**src/rtl/alu_op_sequencer_pkg.sv**
```systemverilog
// Shared types and constants for the ALU operation sequencer: FSM states,
// opcodes, flag bit positions and the program word layout.
package alu_op_sequencer_pkg;

   typedef enum logic [2:0] {
      ST_IDLE    = 3'd0,
      ST_KICK    = 3'd1,
      ST_ISSUE   = 3'd2,
      ST_SETTLE  = 3'd3,
      ST_CAPTURE = 3'd4,
      ST_HOLD    = 3'd5,
      ST_FINISH  = 3'd6
   } seq_state_e;

   localparam int INSTR_W       = 22;
   localparam int SEL_W         = 5;
   localparam int OPND_W        = 8;
   localparam int FLAG_W        = 6;
   localparam int USE_CARRY_BIT = 21;
   localparam int SEL_LSB       = 16;
   localparam int OPA_LSB       = 8;
   localparam int OPB_LSB       = 0;

   localparam logic [SEL_W-1:0] OP_ADD    = 5'b00000;
   localparam logic [SEL_W-1:0] OP_ADDC   = 5'b00001;
   localparam logic [SEL_W-1:0] OP_SUB    = 5'b00010;
   localparam logic [SEL_W-1:0] OP_SUBB   = 5'b00011;
   localparam logic [SEL_W-1:0] OP_DIV    = 5'b00100;
   localparam logic [SEL_W-1:0] OP_MOD    = 5'b00101;
   localparam logic [SEL_W-1:0] OP_AND    = 5'b00110;
   localparam logic [SEL_W-1:0] OP_OR     = 5'b00111;
   localparam logic [SEL_W-1:0] OP_XOR    = 5'b01000;
   localparam logic [SEL_W-1:0] OP_NOT    = 5'b01001;
   localparam logic [SEL_W-1:0] OP_SHL    = 5'b01010;
   localparam logic [SEL_W-1:0] OP_SHR    = 5'b01011;
   localparam logic [SEL_W-1:0] OP_ASR    = 5'b01100;
   localparam logic [SEL_W-1:0] OP_ROL    = 5'b01101;
   localparam logic [SEL_W-1:0] OP_ROR    = 5'b01110;
   localparam logic [SEL_W-1:0] OP_INC    = 5'b01111;
   localparam logic [SEL_W-1:0] OP_DEC    = 5'b10000;
   localparam logic [SEL_W-1:0] OP_NEG    = 5'b10001;
   localparam logic [SEL_W-1:0] OP_CMP    = 5'b10010;
   localparam logic [SEL_W-1:0] OP_MULLO  = 5'b10011;
   localparam logic [SEL_W-1:0] OP_MULHI  = 5'b10100;
   localparam logic [SEL_W-1:0] OP_PASS1  = 5'b10101;
   localparam logic [SEL_W-1:0] OP_PASS2  = 5'b10110;
   localparam logic [SEL_W-1:0] OP_NOP    = 5'b11111;

   localparam int FLAG_ZERO   = 5;
   localparam int FLAG_SIGN   = 4;
   localparam int FLAG_PARITY = 3;
   localparam int FLAG_OVF    = 2;
   localparam int FLAG_CARRY  = 1;
   localparam int FLAG_AUX    = 0;

   typedef struct packed {
      logic              use_carry;
      logic [SEL_W-1:0]  sel;
      logic [OPND_W-1:0] op_a;
      logic [OPND_W-1:0] op_b;
   } instr_t;

   // Division or modulo by zero is diverted to the ALU default opcode.
   function automatic logic is_div0(instr_t instr);
      return ((instr.sel == OP_DIV) || (instr.sel == OP_MOD)) && (instr.op_b == 8'd0);
   endfunction

endpackage

```
**src/rtl/alu_op_sequencer_prog_mem.sv**
```systemverilog
// Program store for the sequencer: synchronous write, asynchronous read,
// contents survive reset.
module alu_prog_mem
   import alu_op_sequencer_pkg::*;
#(
   parameter int DEPTH = 16,
   localparam int AW = $clog2(DEPTH)
) (
   input  logic               in_clk,
   input  logic               wr_en,
   input  logic [AW-1:0]      wr_addr,
   input  logic [INSTR_W-1:0] wr_data,
   input  logic [AW-1:0]      rd_addr,
   output logic [INSTR_W-1:0] rd_data
);

   logic [INSTR_W-1:0] mem_r [DEPTH];

   // Write port.
   always_ff @(posedge in_clk) begin
      if (wr_en) begin
         mem_r[wr_addr] <= wr_data;
      end
   end

   assign rd_data = mem_r[rd_addr];

endmodule

```
**src/rtl/alu_op_sequencer.sv**
```systemverilog
// Steps through a stored ALU program: drives operands, waits for the ALU to
// settle, hands each result out over a valid/ready port and kicks the ALU watchdog.
module alu_op_sequencer
   import alu_op_sequencer_pkg::*;
#(
   parameter int DEPTH         = 16,
   parameter int SETTLE_CYCLES = 1,
   parameter int KICK_EVERY    = 8,
   localparam int AW = $clog2(DEPTH)
) (
   input  logic               in_clk,
   input  logic               in_rst,
   input  logic               prog_wr_en,
   input  logic [AW-1:0]      prog_wr_addr,
   input  logic [21:0]        prog_wr_data,
   input  logic [AW:0]        prog_len,
   input  logic               start,
   output logic               busy,
   output logic               done,
   output logic [4:0]         alu_sel,
   output logic signed [7:0]  alu_in_1,
   output logic signed [7:0]  alu_in_2,
   output logic               alu_carry,
   output logic               alu_wdt_rst,
   input  logic signed [7:0]  alu_out,
   input  logic [5:0]         alu_flags,
   output logic               res_valid,
   input  logic               res_ready,
   output logic [7:0]         res_data,
   output logic [5:0]         res_flags,
   output logic [AW-1:0]      res_index,
   output logic               res_div0
);

   localparam int KW = $clog2(KICK_EVERY + 1);
   localparam logic [KW-1:0] KICK_LAST   = KW'(KICK_EVERY);
   localparam logic [3:0]    SETTLE_INIT = 4'(SETTLE_CYCLES - 1);
   localparam logic [AW:0]   DEPTH_LEN   = (AW+1)'(DEPTH);

   seq_state_e       state_r;
   logic [AW-1:0]    index_r;
   logic [AW:0]      len_r;
   logic [KW-1:0]    issue_cnt_r;
   logic [3:0]       settle_cnt_r;
   logic             carry_chain_r;
   logic             div0_r;

   logic             busy_r;
   logic             done_r;
   logic [4:0]       alu_sel_r;
   logic [7:0]       alu_in_1_r;
   logic [7:0]       alu_in_2_r;
   logic             alu_carry_r;
   logic             alu_wdt_rst_r;
   logic             res_valid_r;
   logic [7:0]       res_data_r;
   logic [5:0]       res_flags_r;
   logic [AW-1:0]    res_index_r;
   logic             res_div0_r;

   logic [INSTR_W-1:0] rd_data_s;
   logic [AW-1:0]      rd_addr_s;
   instr_t             cur_instr_s;
   logic               wr_en_s;
   logic [AW:0]        len_clamped_s;
   logic               last_s;
   logic               handshake_s;
   logic               issue_div0_s;
   logic [4:0]         issue_sel_s;
   logic               issue_carry_s;

   alu_prog_mem #(
      .DEPTH (DEPTH)
   ) u_prog_mem (
      .in_clk  (in_clk),
      .wr_en   (wr_en_s),
      .wr_addr (prog_wr_addr),
      .wr_data (prog_wr_data),
      .rd_addr (rd_addr_s),
      .rd_data (rd_data_s)
   );

   // Decode of the entry about to be issued and the handshake/length conditions.
   always_comb begin
      wr_en_s     = prog_wr_en & ~busy_r;
      handshake_s = res_valid_r & res_ready;
      // From HOLD the next issue happens on the same edge that advances index_r.
      if (state_r == ST_HOLD) begin
         rd_addr_s = index_r + AW'(1'b1);
      end else begin
         rd_addr_s = index_r;
      end
      cur_instr_s  = instr_t'(rd_data_s);
      issue_div0_s = is_div0(cur_instr_s);
      if (issue_div0_s) begin
         issue_sel_s = OP_NOP;
      end else begin
         issue_sel_s = cur_instr_s.sel;
      end
      if (cur_instr_s.use_carry) begin
         issue_carry_s = carry_chain_r;
      end else begin
         issue_carry_s = 1'b0;
      end
      if (prog_len > DEPTH_LEN) begin
         len_clamped_s = DEPTH_LEN;
      end else begin
         len_clamped_s = prog_len;
      end
      last_s = ({1'b0, index_r} == (len_r - (AW+1)'(1'b1)));
   end

   // Sequencer FSM with all ALU-side and result-side outputs registered.
   always_ff @(posedge in_clk) begin
      if (in_rst) begin
         state_r       <= ST_IDLE;
         index_r       <= {AW{1'b0}};
         len_r         <= {(AW+1){1'b0}};
         issue_cnt_r   <= {KW{1'b0}};
         settle_cnt_r  <= 4'd0;
         carry_chain_r <= 1'b0;
         div0_r        <= 1'b0;
         busy_r        <= 1'b0;
         done_r        <= 1'b0;
         alu_sel_r     <= 5'd0;
         alu_in_1_r    <= 8'd0;
         alu_in_2_r    <= 8'd0;
         alu_carry_r   <= 1'b0;
         alu_wdt_rst_r <= 1'b1;
         res_valid_r   <= 1'b0;
         res_data_r    <= 8'd0;
         res_flags_r   <= 6'd0;
         res_index_r   <= {AW{1'b0}};
         res_div0_r    <= 1'b0;
      end else begin
         done_r        <= 1'b0;
         alu_wdt_rst_r <= 1'b0;
         case (state_r)
            ST_IDLE: begin
               if (start) begin
                  carry_chain_r <= 1'b0;
                  index_r       <= {AW{1'b0}};
                  len_r         <= len_clamped_s;
                  if (prog_len == {(AW+1){1'b0}}) begin
                     state_r <= ST_FINISH;
                     done_r  <= 1'b1;
                  end else begin
                     state_r       <= ST_KICK;
                     busy_r        <= 1'b1;
                     alu_wdt_rst_r <= 1'b1;
                     issue_cnt_r   <= {KW{1'b0}};
                  end
               end else begin
                  state_r <= ST_IDLE;
               end
            end
            ST_KICK: begin
               state_r     <= ST_ISSUE;
               alu_sel_r   <= issue_sel_s;
               alu_in_1_r  <= cur_instr_s.op_a;
               alu_in_2_r  <= cur_instr_s.op_b;
               alu_carry_r <= issue_carry_s;
               div0_r      <= issue_div0_s;
               issue_cnt_r <= issue_cnt_r + KW'(1'b1);
            end
            ST_ISSUE: begin
               state_r      <= ST_SETTLE;
               settle_cnt_r <= SETTLE_INIT;
            end
            ST_SETTLE: begin
               if (settle_cnt_r == 4'd0) begin
                  state_r <= ST_CAPTURE;
               end else begin
                  settle_cnt_r <= settle_cnt_r - 4'd1;
               end
            end
            ST_CAPTURE: begin
               state_r       <= ST_HOLD;
               res_valid_r   <= 1'b1;
               res_data_r    <= div0_r ? 8'd0 : alu_out;
               res_flags_r   <= alu_flags;
               res_index_r   <= index_r;
               res_div0_r    <= div0_r;
               carry_chain_r <= alu_flags[FLAG_CARRY];
            end
            ST_HOLD: begin
               if (handshake_s) begin
                  res_valid_r <= 1'b0;
                  if (last_s) begin
                     state_r <= ST_FINISH;
                     busy_r  <= 1'b0;
                     done_r  <= 1'b1;
                  end else begin
                     index_r <= index_r + AW'(1'b1);
                     if (issue_cnt_r == KICK_LAST) begin
                        state_r       <= ST_KICK;
                        alu_wdt_rst_r <= 1'b1;
                        issue_cnt_r   <= {KW{1'b0}};
                     end else begin
                        state_r     <= ST_ISSUE;
                        alu_sel_r   <= issue_sel_s;
                        alu_in_1_r  <= cur_instr_s.op_a;
                        alu_in_2_r  <= cur_instr_s.op_b;
                        alu_carry_r <= issue_carry_s;
                        div0_r      <= issue_div0_s;
                        issue_cnt_r <= issue_cnt_r + KW'(1'b1);
                     end
                  end
               end else begin
                  state_r <= ST_HOLD;
               end
            end
            ST_FINISH: begin
               state_r <= ST_IDLE;
            end
            default: begin
               state_r     <= ST_IDLE;
               busy_r      <= 1'b0;
               res_valid_r <= 1'b0;
            end
         endcase
      end
   end

   assign busy        = busy_r;
   assign done        = done_r;
   assign alu_sel     = alu_sel_r;
   assign alu_in_1    = alu_in_1_r;
   assign alu_in_2    = alu_in_2_r;
   assign alu_carry   = alu_carry_r;
   assign alu_wdt_rst = alu_wdt_rst_r;
   assign res_valid   = res_valid_r;
   assign res_data    = res_data_r;
   assign res_flags   = res_flags_r;
   assign res_index   = res_index_r;
   assign res_div0    = res_div0_r;

endmodule

```
**config.mk**
```make
export PLATFORM = sky130hd
export DESIGN_NAME = alu_op_sequencer
export DESIGN_NICKNAME = d
export VERILOG_FILES = /design/src/rtl/alu_op_sequencer_pkg.sv /design/src/rtl/alu_op_sequencer_prog_mem.sv /design/src/rtl/alu_op_sequencer.sv
export SDC_FILE = /design/constraint.sdc
export NUM_CORES = 1
export LEC_CHECK = 0
export ABC_AREA = 1
export BUFFER_PORTS_ARGS = -buffer_cell sky130_fd_sc_hd__buf_2
export CORE_ASPECT_RATIO = 0.7
export CORE_MARGIN = 3
export CORE_UTILIZATION = 35
export CTS_BUF_LIST = sky130_fd_sc_hd__clkbuf_2
export CTS_CLUSTER_DIAMETER = 80
export DETAILED_ROUTE_END_ITERATION = 12
export PLACE_DENSITY = 0.55
export REMOVE_ABC_BUFFERS = 1
export SETUP_SLACK_MARGIN = 0.05
export SYNTH_ARGS = -nofsm -noshare
export SYNTH_HDL_FRONTEND = slang
export SYNTH_SLANG_ARGS = --single-unit
```
**constraint.sdc**
```tcl
create_clock -name in_clk -period 2.3 [get_ports in_clk]
set_input_delay 0.46 -clock in_clk [delete_from_list [all_inputs] [get_ports in_clk]]
set_output_delay 0.46 -clock in_clk [all_outputs]
set_load 0.005 [all_outputs]
```
* Yosys cells after proc, flatten, opt, wreduce, memory -nomap -nowiden
Memory sizes are Yosys's and may differ from the RTL's. Cells that the tools add are included. Widths: inputs -> output; s select.
Cells by class: muxes and demuxes 66, multipliers 0, bitwise gates (word level) 5, reductions and logical operators 21, equality and inequality tests 18, divide/modulo/power cells 0, add/subtract/negate cells 4, shift-type cells 0, order comparisons 1
Operator list (number):
- $mux 8 | 7
- $mux 4 | 10
- $pmux 8 s2 | 2
- $mux 5 | 5
- $mux 1 | 24
- $pmux 3 s6 | 1
- $ne 2x2->1 const B | 8
- $pmux 4 s2 | 2
- $mux 3 | 5
- $pmux 4 s3 | 1
- $eq 5x3->1 const B | 2
- $pmux 1 s2 | 5
- $pmux 5 s2 | 1
- $reduce_and 5->1 | 2
- $reduce_or 5->1 | 2
- $eq 3x3->1 const B | 3
- $add 4x1->4 const B | 2
- $logic_not 8->1 | 1
- $reduce_and 2->1 | 4
- $reduce_and 4->1 | 2
- $reduce_bool 2->1 | 4
- $eq 3x2->1 const B | 2
- $pmux 1 s3 | 2
- $eq 4x5->1 | 1
- other kinds (14) | 17
Storage, ports and cells: flip-flop bits (word level) 67, bits in read-only memories 0, output and inout bits 45, memories kept 1, RAM bits 352, bits in latches 0
Memories:
- u_prog_mem.mem_r | depth 16, bits a word 22, read ports 1, clocked after memory_dff 0, wr ports 1, line alu_op_sequencer_prog_mem.sv:17 | logic [INSTR_W-1:0] mem_r [DEPTH];

* Depth between registers and ports, before layout
Gate-level depths: netlist of the first run. An unclocked memory read counts as a cell.
word-level depth 11, mapped depth 20

* By module
From an unflattened synthesis of the first run, not the netlist that was laid out.
Unflattened totals: cells, all modules 1878, area, all modules 18381.4 um^2
By module, submodules not included:
- alu_prog_mem | instances 1, area each 15209.6 um^2, cells an instance 1444
- alu_op_sequencer | instances 1, area each 3171.8 um^2, cells an instance 434

* Worst setup path after synthesis of the first run
Ideal clock, no wire load.
path kind flip-flop to flip-flop, from reg state_r[0], to reg alu_in_1_r[2], in the netlist alu_in_1[2], stages on the path, launching flop included 16, arrival 2.288 ns, buffers on the path 5, path slack -0.059 ns, period minus slack after synthesis 2.359 ns, required time 2.230 ns, path through dfxtp_1 -> buf_4 -> nand3_4 -> inv_2 -> ha_1 -> buf_2 -> inv_2 -> buf_2 -> buf_2 -> clkbuf_1 -> nand2_1 -> nand3_1 -> nand3_1 -> a21oi_1 -> o21ai_0 -> a21oi_1
On the way: word-level cells in the longest chain between the ends 7, elaborated cells between the ends (all ways) 13, classes of those cells eq/ne (5); mux (5); reduce/logical (2); memory (1)
Ends and longest elaborated chain:
- from (decl) | line alu_op_sequencer.sv:40 | seq_state_e state_r;
- from (signal assigned) | line alu_op_sequencer.sv:116 | state_r <= ST_IDLE;
- from (signal assigned) | line alu_op_sequencer.sv:145 | state_r <= ST_FINISH;
- from (signal assigned) | line alu_op_sequencer.sv:148 | state_r <= ST_KICK;
- $eq 3x3->1 | line alu_op_sequencer.sv:88, alu_op_sequencer.sv:138
- $mux 4 | line alu_op_sequencer.sv:88 | if (state_r == ST_HOLD) begin
- $mem_v2 16x22
- $mux 8 | line alu_op_sequencer.sv:195 | if (issue_cnt_r == KICK_LAST) begin
- $mux 8 | line alu_op_sequencer.sv:189 | if (last_s) begin
- $mux 8 | line alu_op_sequencer.sv:187 | if (handshake_s) begin
- $pmux 8 s2 | line alu_op_sequencer.sv:138 | case (state_r)
- to (signal assigned) | line alu_op_sequencer.sv:160 | alu_in_1_r <= cur_instr_s.op_a;
- to (signal assigned) | line alu_op_sequencer.sv:202 | alu_in_1_r <= cur_instr_s.op_a;
- to (decl) | line alu_op_sequencer.sv:51 | logic [7:0] alu_in_1_r;
Several ways; a longest one is shown, not always the timed one. The select of a mux whose other input is x is not followed. A chain may end at the register's enable or synchronous reset.

* Worst setup path in the final report of the first run
from reg state_r[1], to reg alu_sel_r[4], in the netlist alu_sel[4]
On the way: word-level cells in the longest chain between the ends 11, elaborated cells between the ends (all ways) 19, classes of those cells eq/ne (7); mux (6); reduce/logical (5); memory (1)
Ends and longest elaborated chain:
- $eq 3x3->1 | line alu_op_sequencer.sv:88, alu_op_sequencer.sv:138
- $mux 4 | line alu_op_sequencer.sv:88
- $mem_v2 16x22
- $eq 5x3->1 | line alu_op_sequencer_pkg.sv:65 | return ((instr.sel == OP_DIV) || (instr.sel == OP_MOD)) && (instr.op_b == 8'd0);
- $logic_or 1x1->1 | line alu_op_sequencer_pkg.sv:65
- $logic_and 1x1->1 | line alu_op_sequencer_pkg.sv:65
- $mux 5 | line alu_op_sequencer.sv:95 | if (issue_div0_s) begin
- $mux 5 | line alu_op_sequencer.sv:195
- $mux 5 | line alu_op_sequencer.sv:189
- $mux 5 | line alu_op_sequencer.sv:187
- $pmux 5 s2 | line alu_op_sequencer.sv:138
- to (signal assigned) | line alu_op_sequencer.sv:159 | alu_sel_r <= issue_sel_s;
- to (signal assigned) | line alu_op_sequencer.sv:201 | alu_sel_r <= issue_sel_s;
- to (decl) | line alu_op_sequencer.sv:50 | logic [4:0] alu_sel_r;
Several ways; a longest one is shown, not always the timed one. The select of a mux whose other input is x is not followed.

==> impl_metrics.json, run 1 <==
{
  "vias": 12900,
  "cts_tree": "yes",
  "dr_wl_met3_um": 3640,
  "layout-drive-gt1-share_pct": 28.0,
  "synth-seq-cells": 419,
  "worstPathArrival_ps": 3310,
  "synth_largest_area_cell": "edfxtp_1",
  "min_path_type": "in -> reg",
  "start_util_pct": 35.7,
  "drt_iter0_drc": 1080,
  "critical_path_required_ps": 3240,
  "grt_first_pass_wirelength_um": 75300,
  "holdPathStages": 4,
  "grt_max_degree": 51,
  "insertion_delay_ps": 1020,
  "powerDensity_mw_per_mm2": 895,
  "dr.pass1.iters": 6,
  "syn_inst": 1550,
  "viasPerCell": 4.98,
  "path_max_fanout": 10,
  "clock-sinks": 419,
  "failed_checks": "setup timing",
  "synth_simple_gate_area_share_pct": 18.9,
  "crit_start": "state_r[1]",
  "path_clk_slew_ps": 120,
  "grt_antenna_before_repair": 2,
  "topRoutingLayerUsed": "met4",
  "p_leak_uw": 0.00862,
  "yosysMostFrequentCell": "nand2_1",
  "placed_cell_area_sq_mm": 0.0194,
  "synth_top_family_by_area": "simple AND/OR/NAND/NOR gates",
  "synth.area.mux_share_pct": 0.407,
  "synth_ff_type": "edfxtp_1",
  "fin_nets": 1904,
  "ant_nets": 0,
  "die_h_um": 192,
  "hold_viol": 0,
  "rows": 67,
  "cap_violations": 0,
  "worst_pin_slew_ps": 769,
  "grt-ovfl-total": 0,
  "finalInstanceArea_sq_mm": 0.0221,
  "pin_count": 95,
  "dp_hpwl_um": 27400,
  "slew-limit-headroom_pct": 48.5,
  "synth_area_per_cell_sq_um": 11.1,
  "finalCritPeriodShare_pct": 103,
  "synth_compound_area_share_pct": 6.72,
  "synth_fa_ha_area_share_pct": 0.436,
  "slew_violations": 0,
  "clock_skew_ps": 67.2,
  "wl_per_cell_um": 20.2,
  "status": "complete, but fails checks",
  "fin_crit_ps": 2370,
  "synth_commonest_cells": "nand2_1, edfxtp_1, nand3_1",
  "fmax_mhz": 422,
  "path_class": "reg -> reg",
  "worst_slack_ps": -69.0,
  "dp.cells": 2308,
  "hp-start": "alu_out[2]",
  "synth_warnings": 0,
  "holdWs_ps": 232,
  "cts_made_buffers": 99,
  "setup-violations-final": 5,
  "synth-edff-count": 352,
  "areaGrowthSynthToFinish_pct": 28.3,
  "h-tree-depth": 3,
  "clockBufferDepth": 3,
  "grt_use_total_pct": 19.2,
  "dr_wl_met2_um": 24000,
  "drc": 0,
  "fin_cells": 2590,
  "synth_top_area_share_pct": 61.4,
  "die_x_um": 271,
  "r2r-start": "state_r[1]",
  "io_buffers": 94,
  "first_global_vias": 12200,
  "wl_met1_um": 24100,
  "yosysSeqAreaShare_pct": 69.1,
  "grt_setup_unrepaired": "yes",
  "async_reset_ff_share_pct": 0,
  "vdd_drop_max_v": 0.000379,
  "dieArea_sq_mm": 0.0520,
  "gp_congestion": 0.811,
  "syn_area_sq_mm": 0.0172,
  "synth_area_leaders": "edfxtp_1, nand2_1, dfxtp_1",
  "worstRegToRegCells": 18,
  "core_sq_mm": 0.0482,
  "ys_types": 41,
  "cp-end-kind": "register",
  "wl_um": 52400,
  "cts_root_buf": "clkbuf_2",
  "synthXorXnorAreaFrac_pct": 0.254,
  "startpoint_type": "register"
}
==> critical path: stages, from the launching register on <==
cell,delay (ps)
dfxtp_2,340
inv_2,50
nand3_4,60
inv_4,40
ha_4,330
buf_12,200
clkinv_16,100
buf_16,160
nand2_1,50
nand4_1,140
nand3_2,120
nand3_2,70
nand2_2,100
nand2_4,70
nor2_4,180
nand3_4,140
nand3_2,80
nand2_1,50
inv_1,40
==> per-stage QoR <==
step	worst slack, ps	setup TNS, ps	power, uW	util (%)
2_1_floorplan	-4490	-96600	11300	-
3_3_place_gp	-147	-656	13400	40.4
3_5_place_dp	-141	-683	13400	40.4
4_1_cts	7.31	0	19000	44.2
5_1_grt	-173	-858	20900	45.8
6_report	-69.0	-315	19800	45.8
==> what timing repair did <==
action,CTS,global route
endpoints found under the setup margin,12,30
cloned,4,14
resized for setup,51,143
hold buffers,55,0
hold endpoints to repair,404,0
pin swaps,12,47
buffers inserted,12,11
==> cell families (layout without fill, tap and decap cells) <==
group,Yosys count,in the layout
and+or+nand+nor,751,751
muxes,7,7
DFF,419,419
other,0,2
xor gates and xnor gates,5,5
AOI/OAI and AO/OA,203,203
adders and majority gates,6,6
buffers and inverters,159,542
==> cells in the final DEF, fill, tap and decap left out, types with 9 or more instances in the layout <==
cell and instances:
nand2_1 353, edfxtp_1 352, nand3_1 203, clkbuf_2 160, buf_2 94, nor2_1 78
inv_1 64, a21oi_1 62, dfxtp_1 61, buf_4 61, dlygate4sd3_1 55, buf_12 43
o21ai_0 38, nand3_2 27, o21ai_1 22, nand2_2 20, nor2_4 20, o21ai_2 18
a21boi_1 17, clkinv_1 17, or2_2 16, a21boi_0 11, clkbuf_16 11, a211oi_1 10
buf_6 10, a22oi_1 9
==> layout make-up <==
cell class	instances	area (sq um)
diodes	2	5.00
clock buffers	160	801
clock inverters	26	160
fillers	4480	26100
inverters	71	295
multi-input cells	972	5140
flip-flops and latches	419	11900
well taps	655	820
repair buffers	284	2940
repair inverters	1	11.3
==> report_power, final <==
group / total [uW] / internal [uW] / switching [uW]
registers: 8700 / 8520 / 177
logic: 5970 / 2560 / 3420
clock network: 5090 / 2060 / 3040
==> sequential cells by signal (all words and copies together) (netlist names) <==
register,count
alu_sel,5
res_valid,1
settle_cnt_r,4
index_r,4
issue_cnt_r,4
u_prog_mem.mem_r,352
state_r,3
busy,1
div0_r,1
len_r,5
alu_in_1,8
res_index,4
res_data,8
alu_carry,1
alu_in_2,8
res_div0,1
alu_wdt_rst,1
done,1
res_flags,6
carry_chain_r,1
==> final timing paths <==
| check | end | slack, ps |
|---|---|---|
| hold reg to reg | alu_in_1[7] | 470 |
| setup / recovery | alu_sel[4] | -70 |
| hold / removal | res_data[2] | 230 |
| setup reg to reg | alu_sel[4] | -70 |
==> per-layer routing <==
layer / up-vias / global-route usage [%]
li1: 6103 / -
met1: 6282 / 27.6
met2: 458 / 29.7
met3: 60 / 3.71
met4: 0 / 5.53
met5: - / 0
No activity file was read; power rests on OpenSTA's default activity.
==> run 2: changes to the inputs <==
BUFFER_PORTS_ARGS = -buffer_cell sky130_fd_sc_hd__buf_4   (was -buffer_cell sky130_fd_sc_hd__buf_2)
SYNTH_HIERARCHICAL = 1   (was default)
==> run 2 against run 1 <==
The flow still finishes with violations (setup timing). Fmax down 4.5%. Sequential share of layout area shrank 3.0 points. Critical path depth increased by 1. Flip-flop and latch count stayed put. First-iteration DRC count up 21%. Utilization fell by 0.25 points. Synthesized area is 6.7% higher. Critical path type unchanged. Largest cell class unchanged. Highest routed layer unchanged.
==> impl_metrics.json, run 2 <==
{
  "core_sq_mm": 0.0513,
  "synth_area_per_cell_sq_um": 9.79,
  "insertion_delay_ps": 1030,
  "worstRegToRegCells": 19,
  "synth_ff_type": "edfxtp_1",
  "cap_violations": 0,
  "utilization_pct": 45.6,
  "wl_per_cell_um": 18.5,
  "rows": 69,
  "layout-drive-gt1-share_pct": 24.7,
  "grt_max_degree": 40,
  "slew-limit-headroom_pct": 51.3,
  "largest_reg_flops": 352,
  "first_global_vias": 13600,
  "grt_first_pass_wirelength_um": 81300,
  "final_common_cell": "nand2_1",
  "die_h_um": 198,
  "ant_nets": 0,
  "slowest_stage": "dfxtp_2",
  "dp_hpwl_um": 31000,
  "failed_checks": "setup timing",
  "cts_root_buf": "clkbuf_2",
  "drt_iter0_drc": 1308,
  "crit_chain": "inv_2 -> nor2_4 -> nand2_2 -> inv_2 -> ha_4 -> clkinv_8 -> buf_12 -> buf_16 -> nand2_1 -> nand2_1 -> nand2_1 -> nand3_2 -> nand3_2 -> nand2_4 -> nor4_4 -> nand3_2 -> nand4_1 -> nor2_1 -> nor2_1",
  "vias": 14300,
  "h-tree-depth": 3,
  "worst_slack_ps": -180,
  "r2r-start": "state_r[0]",
  "path_clk_slew_ps": 100,
  "grt_antenna_before_repair": 3,
  "synth_area_leaders": "edfxtp_1, nand2_1, nand3_1",
  "dp_slack_ps": -441,
  "clockBufferDepth": 3,
  "areaGrowthSynthToFinish_pct": 27.2,
  "pin_count": 95,
  "synth_warnings": 6,
  "dr.pass1.iters": 5,
  "final_cell_mix": "nand2_1, edfxtp_1, inv_1",
  "clock-sinks": 419,
  "syn_area_sq_mm": 0.0184,
  "yosysMostFrequentCell": "nand2_1",
  "p_total_uw": 18000,
  "ys_types": 36,
  "setup-violations-final": 7,
  "hp-start": "prog_wr_addr[0]",
  "wl_um": 54700,
  "status": "complete, but fails checks",
  "fin_crit_ps": 2480,
  "synth_commonest_cells": "nand2_1, edfxtp_1, inv_1",
  "holdWs_ps": 187,
  "fillers": 4857,
  "grt_use_total_pct": 19.5,
  "io_buffers": 94,
  "path_class": "reg -> reg",
  "vdd_drop_max_v": 0.000389,
  "slew_violations": 0,
  "rr_endpoint": "alu_sel[4]",
  "powerDensity_mw_per_mm2": 772,
  "finalCritPeriodShare_pct": 108,
  "clock_skew_ps": 100,
  "cp-end-kind": "register",
  "startpoint_type": "register",
  "p_leak_uw": 0.0101,
  "worstPathArrival_ps": 3380,
  "die_x_um": 280,
  "yosysSeqAreaShare_pct": 64.8,
  "holdPathEnd": "u_prog_mem/mem_r[5][14]",
  "synth-edff-count": 352,
  "syn_inst": 1878,
  "hold_viol": 0,
  "start_util_pct": 35.8,
  "min_path_type": "in -> reg",
  "holdPathStages": 3,
  "async_reset_ff_share_pct": 0,
  "fmax_mhz": 403,
  "path_max_fanout": 10,
  "fin_nets": 2256,
  "synth_top_area_share_pct": 57.5,
  "gp_congestion": 0.872,
  "grt_setup_unrepaired": "yes",
  "cts_made_buffers": 99,
  "cts_tree": "yes",
  "worst_pin_slew_ps": 730,
  "slowest_delay_ps": 340,
  "top_register": "u_prog_mem/mem_r",
  "drc": 0,
  "synth_largest_area_cell": "edfxtp_1",
  "critical_path_required_ps": 3200,
  "ff2ff_setup_slack_ps": -180,
  "viasPerCell": 4.85,
  "synth-seq-cells": 419,
  "dieArea_sq_mm": 0.0553,
  "grt-ovfl-total": 0
}
## run 2: cell count changes after synthesis, moves of 9 or more
cell      before  now
a21boi_0      31    0
a21oi_1       69   39
buf_2         47   35
buf_6          2   18
clkbuf_1      25   16
inv_1         67  307
nand2_1      371  569
nand3_1      231  283
nand4_1        4   26
nor2_1       101   60
o21ai_0       70   17
or2_2         19    0
## run 2: power by group
part / internal, uW / leakage (uW) / switching (uW)
Combinational: 1910 / 0.00569 / 2590
Clock: 1880 / 0.000696 / 2960
Sequential: 8500 / 0.00372 / 203
Total: 12300 / 0.0101 / 5750
## run 2: worst max-delay path by stage
stage                     startpoint          to  depth (start not counted)
final                     state_r[0]  alu_sel[4]                         19
after global routing      state_r[0]  alu_sel[4]                         19
after CTS                 state_r[0]  alu_sel[4]                         20
after detailed placement  state_r[1]      div0_r                         17
after global placement    state_r[0]      div0_r                         18
after floorplan           state_r[1]      div0_r                         14
## run 2: critical path: cells and delay by family (launching register included)
kind | cells | cell delay (ps)
fa+ha+maj | 1 | 290
buf+inv | 5 | 550
flops | 1 | 340
simple gates | 13 | 1230
## run 2: area by class of cell
| class | count | area (sq um) | share of cell area (%) |
|---|---|---|---|
| antenna | 3 | 7.51 | 0.0321 |
| sequential | 419 | 11900 | 51.0 |
| multi-input combinational | 1052 | 5260 | 22.5 |
| clock buffer | 154 | 771 | 3.30 |
| timing repair buffer | 309 | 3200 | 13.7 |
| inverter | 317 | 1240 | 5.30 |
| clock inverter | 22 | 124 | 0.530 |
| tap | 674 | 843 | 3.61 |
| timing repair inverter | 2 | 17.5 | 0.0749 |
## run 2: routing by layer
metal / share of wire [%] / track usage [%] / wire length (um) / vias to the layer above
met5: 0 / 0 / 0 / -
met4: 2.5 / 6.61 / 1390 / 0
met3: 8.6 / 4.75 / 4690 / 98
met2: 43 / 28.9 / 23600 / 591
met1: 46 / 28.0 / 25000 / 6818
li1: - / - / - / 6816
## run 2: what timing repair did
action,in CTS,in global routing
setup buffers,34,7
endpoints found under the setup margin,21,24
resized for setup,102,59
cloned,6,2
hold buffers,53,0
hold endpoints to repair,397,0
pin swaps,40,17
## run 2: logic make-up after synthesis
logic type,synth area share [%]
XOR/XNOR,0.0953
AO/OA/AOI/OAI,2.36
buffers and inverters,9.62
adder cells (fa/ha/maj),0.408
flip-flops,64.8
AND/OR/NAND/NOR,22.7
## run 2: metrics by stage
stage	instance area (sq um)	instances	TNS, ps
global route	23400	2952	-2220
global placement	20800	2674	-2460
CTS	23000	2940	-513
finish	23400	2952	-835
floorplan	17800	1788	-128790
detailed placement	20800	2674	-2750
==> run 3: changes to the inputs <==
BUFFER_PORTS_ARGS = -buffer_cell sky130_fd_sc_hd__buf_2   (was -buffer_cell sky130_fd_sc_hd__buf_4)
==> run 3 against run 2 <==
The flow still finishes with violations (setup timing). Total power down 0.92%. Critical endpoint is now div0_r. Final area down 1.1%. Non-clock buffer count down 11. Sequential power about the same. Largest cell class unchanged. Utilization down 0.52 points. Cell count down 0.47%. Worst hold slack worse by 15 ps.
==> impl_metrics.json, run 3 (synthesis results as in run 2) <==
{
  "status": "complete, but fails checks",
  "failed_checks": "setup timing",
  "layout-drive-gt1-share_pct": 23.5,
  "grt.busiest_layer": "met2",
  "worst_slack_ps": -201,
  "wl_per_cell_um": 18.6,
  "p_leak_uw": 0.0101,
  "grt-ovfl-total": 0,
  "slew_violations": 0,
  "top_register": "u_prog_mem/mem_r",
  "cp-end-kind": "register",
  "largest_reg_flops": 352,
  "cts_made_buffers": 96,
  "core_sq_mm": 0.0513,
  "multiInputGateArea_sq_mm": 0.00518,
  "die_h_um": 198,
  "worstPathArrival_ps": 3450,
  "drt_iter0_drc": 1425,
  "first_global_vias": 13700,
  "cts_tree": "yes",
  "die_x_um": 280,
  "start_util_pct": 35.8,
  "use_met1_pct": 28.5,
  "vias": 14300,
  "final_common_cell": "nand2_1",
  "fillers": 4909,
  "path_class": "reg -> reg",
  "pin_count": 95,
  "ff2ff_setup_slack_ps": -200,
  "dp_hpwl_um": 31000,
  "path_clk_slew_ps": 110,
  "drc": 0,
  "wl_um": 54700,
  "finalCritPeriodShare_pct": 109,
  "fin_crit_ps": 2500,
  "cts_root_buf": "clkbuf_2",
  "gp_congestion": 0.855,
  "final_cell_mix": "nand2_1, edfxtp_1, inv_1",
  "fin_nets": 2240,
  "clockBufferDepth": 3,
  "critical_path_required_ps": 3250,
  "fin_cells": 2938,
  "grt_max_degree": 44,
  "met2_usage_pct": 28.9,
  "grt_first_pass_wirelength_um": 81300,
  "h-tree-depth": 3,
  "setup-violations-final": 8,
  "clock_skew_ps": 70.1,
  "ant_nets": 0,
  "grt_use_total_pct": 19.3,
  "hold_viol": 0,
  "worst_pin_slew_ps": 710,
  "area.sequential_sq_mm": 0.0119,
  "path_max_fanout": 10,
  "areaGrowthSynthToFinish_pct": 25.7,
  "clock-sinks": 419,
  "dieArea_sq_mm": 0.0553,
  "use_met3_pct": 3.80,
  "rows": 69,
  "min_path_type": "in -> reg",
  "powerDensity_mw_per_mm2": 774,
  "dp.cells": 2671,
  "startpoint_type": "register",
  "utilization_pct": 45.1,
  "dr.pass1.iters": 5,
  "vdd_drop_max_v": 0.000349,
  "fmax_mhz": 400,
  "grt_antenna_before_repair": 2,
  "grt_setup_unrepaired": "yes",
  "holdWs_ps": 172,
  "slew-limit-headroom_pct": 52.6,
  "viasPerCell": 4.88,
  "insertion_delay_ps": 1030,
  "io_buffers": 94,
  "cap_violations": 0
}
## run 3: layout make-up
| cell class | instances | share of cell area [%] |
|---|---|---|
| clock buffers | 143 | 3.10 |
| flip-flops and latches | 419 | 51.5 |
| clock inverters | 34 | 0.947 |
| diodes | 1 | 0.0108 |
| repair buffers | 298 | 13.1 |
| well taps | 674 | 3.65 |
| multi-input cells | 1052 | 22.4 |
| inverters | 317 | 5.25 |
## run 3: worst paths after layout
kind | from | endpoint | cells past startpoint
setup / recovery | state_r[0] | div0_r | 19
hold / removal | prog_wr_addr[1] | u_prog_mem/mem_r[6][7] | 3
setup reg to reg | state_r[0] | div0_r | 19
hold reg to reg | alu_in_2[3] | alu_in_2[3] | 2
## run 3: repair_timing
item / CTS / global route
pin swaps: 8 / 65
hold endpoints to repair: 406 / 0
gates resized for setup: 48 / 102
endpoints found under the setup margin: 20 / 26
buffers inserted: 2 / 23
hold buffers: 51 / 0
gates cloned: 3 / 12
## run 3: where the power goes
| group | switching, uW | leakage (uW) | total, uW | internal [uW] |
|---|---|---|---|---|
| clock | 3030 | 0.000710 | 5040 | 2010 |
| sequential | 183 | 0.00372 | 8680 | 8500 |
| combinational | 2490 | 0.00563 | 4150 | 1660 |
## run 3: per-stage QoR
step	area, sq um	power [uW]	setup WS (ps)	TNS [ps]
after floorplan	17800	10700	-5980	-128790
after global placement	20500	12300	-506	-2520
after detailed placement	20500	12300	-551	-3080
after CTS	22200	17600	-225	-926
after global routing	23100	18800	-397	-2520
final	23100	17900	-201	-951
## run 3: routing by layer
| metal | vias up | routed length (um) |
|---|---|---|
| li1 | 6778 | - |
| met1 | 6876 | 25600 |
| met2 | 577 | 23600 |
| met3 | 103 | 4210 |
| met4 | 0 | 1250 |
| met5 | - | 0 |
## run 3: worst max-delay path, stage by stage, from the launching register on
cell       delay, ps
dfxtp_2          340
inv_2             70
nor2_4            50
nand2_2           80
inv_4             50
ha_4             290
inv_8             50
buf_12           150
clkbuf_16        170
nand2_1           60
nand2_1           50
nand2_1           50
nand3_1           90
nand3_2          110
nand2_4           70
nor4_4           350
nand3_2          150
nand4_1          130
nand2_1           60
nor2_1            90
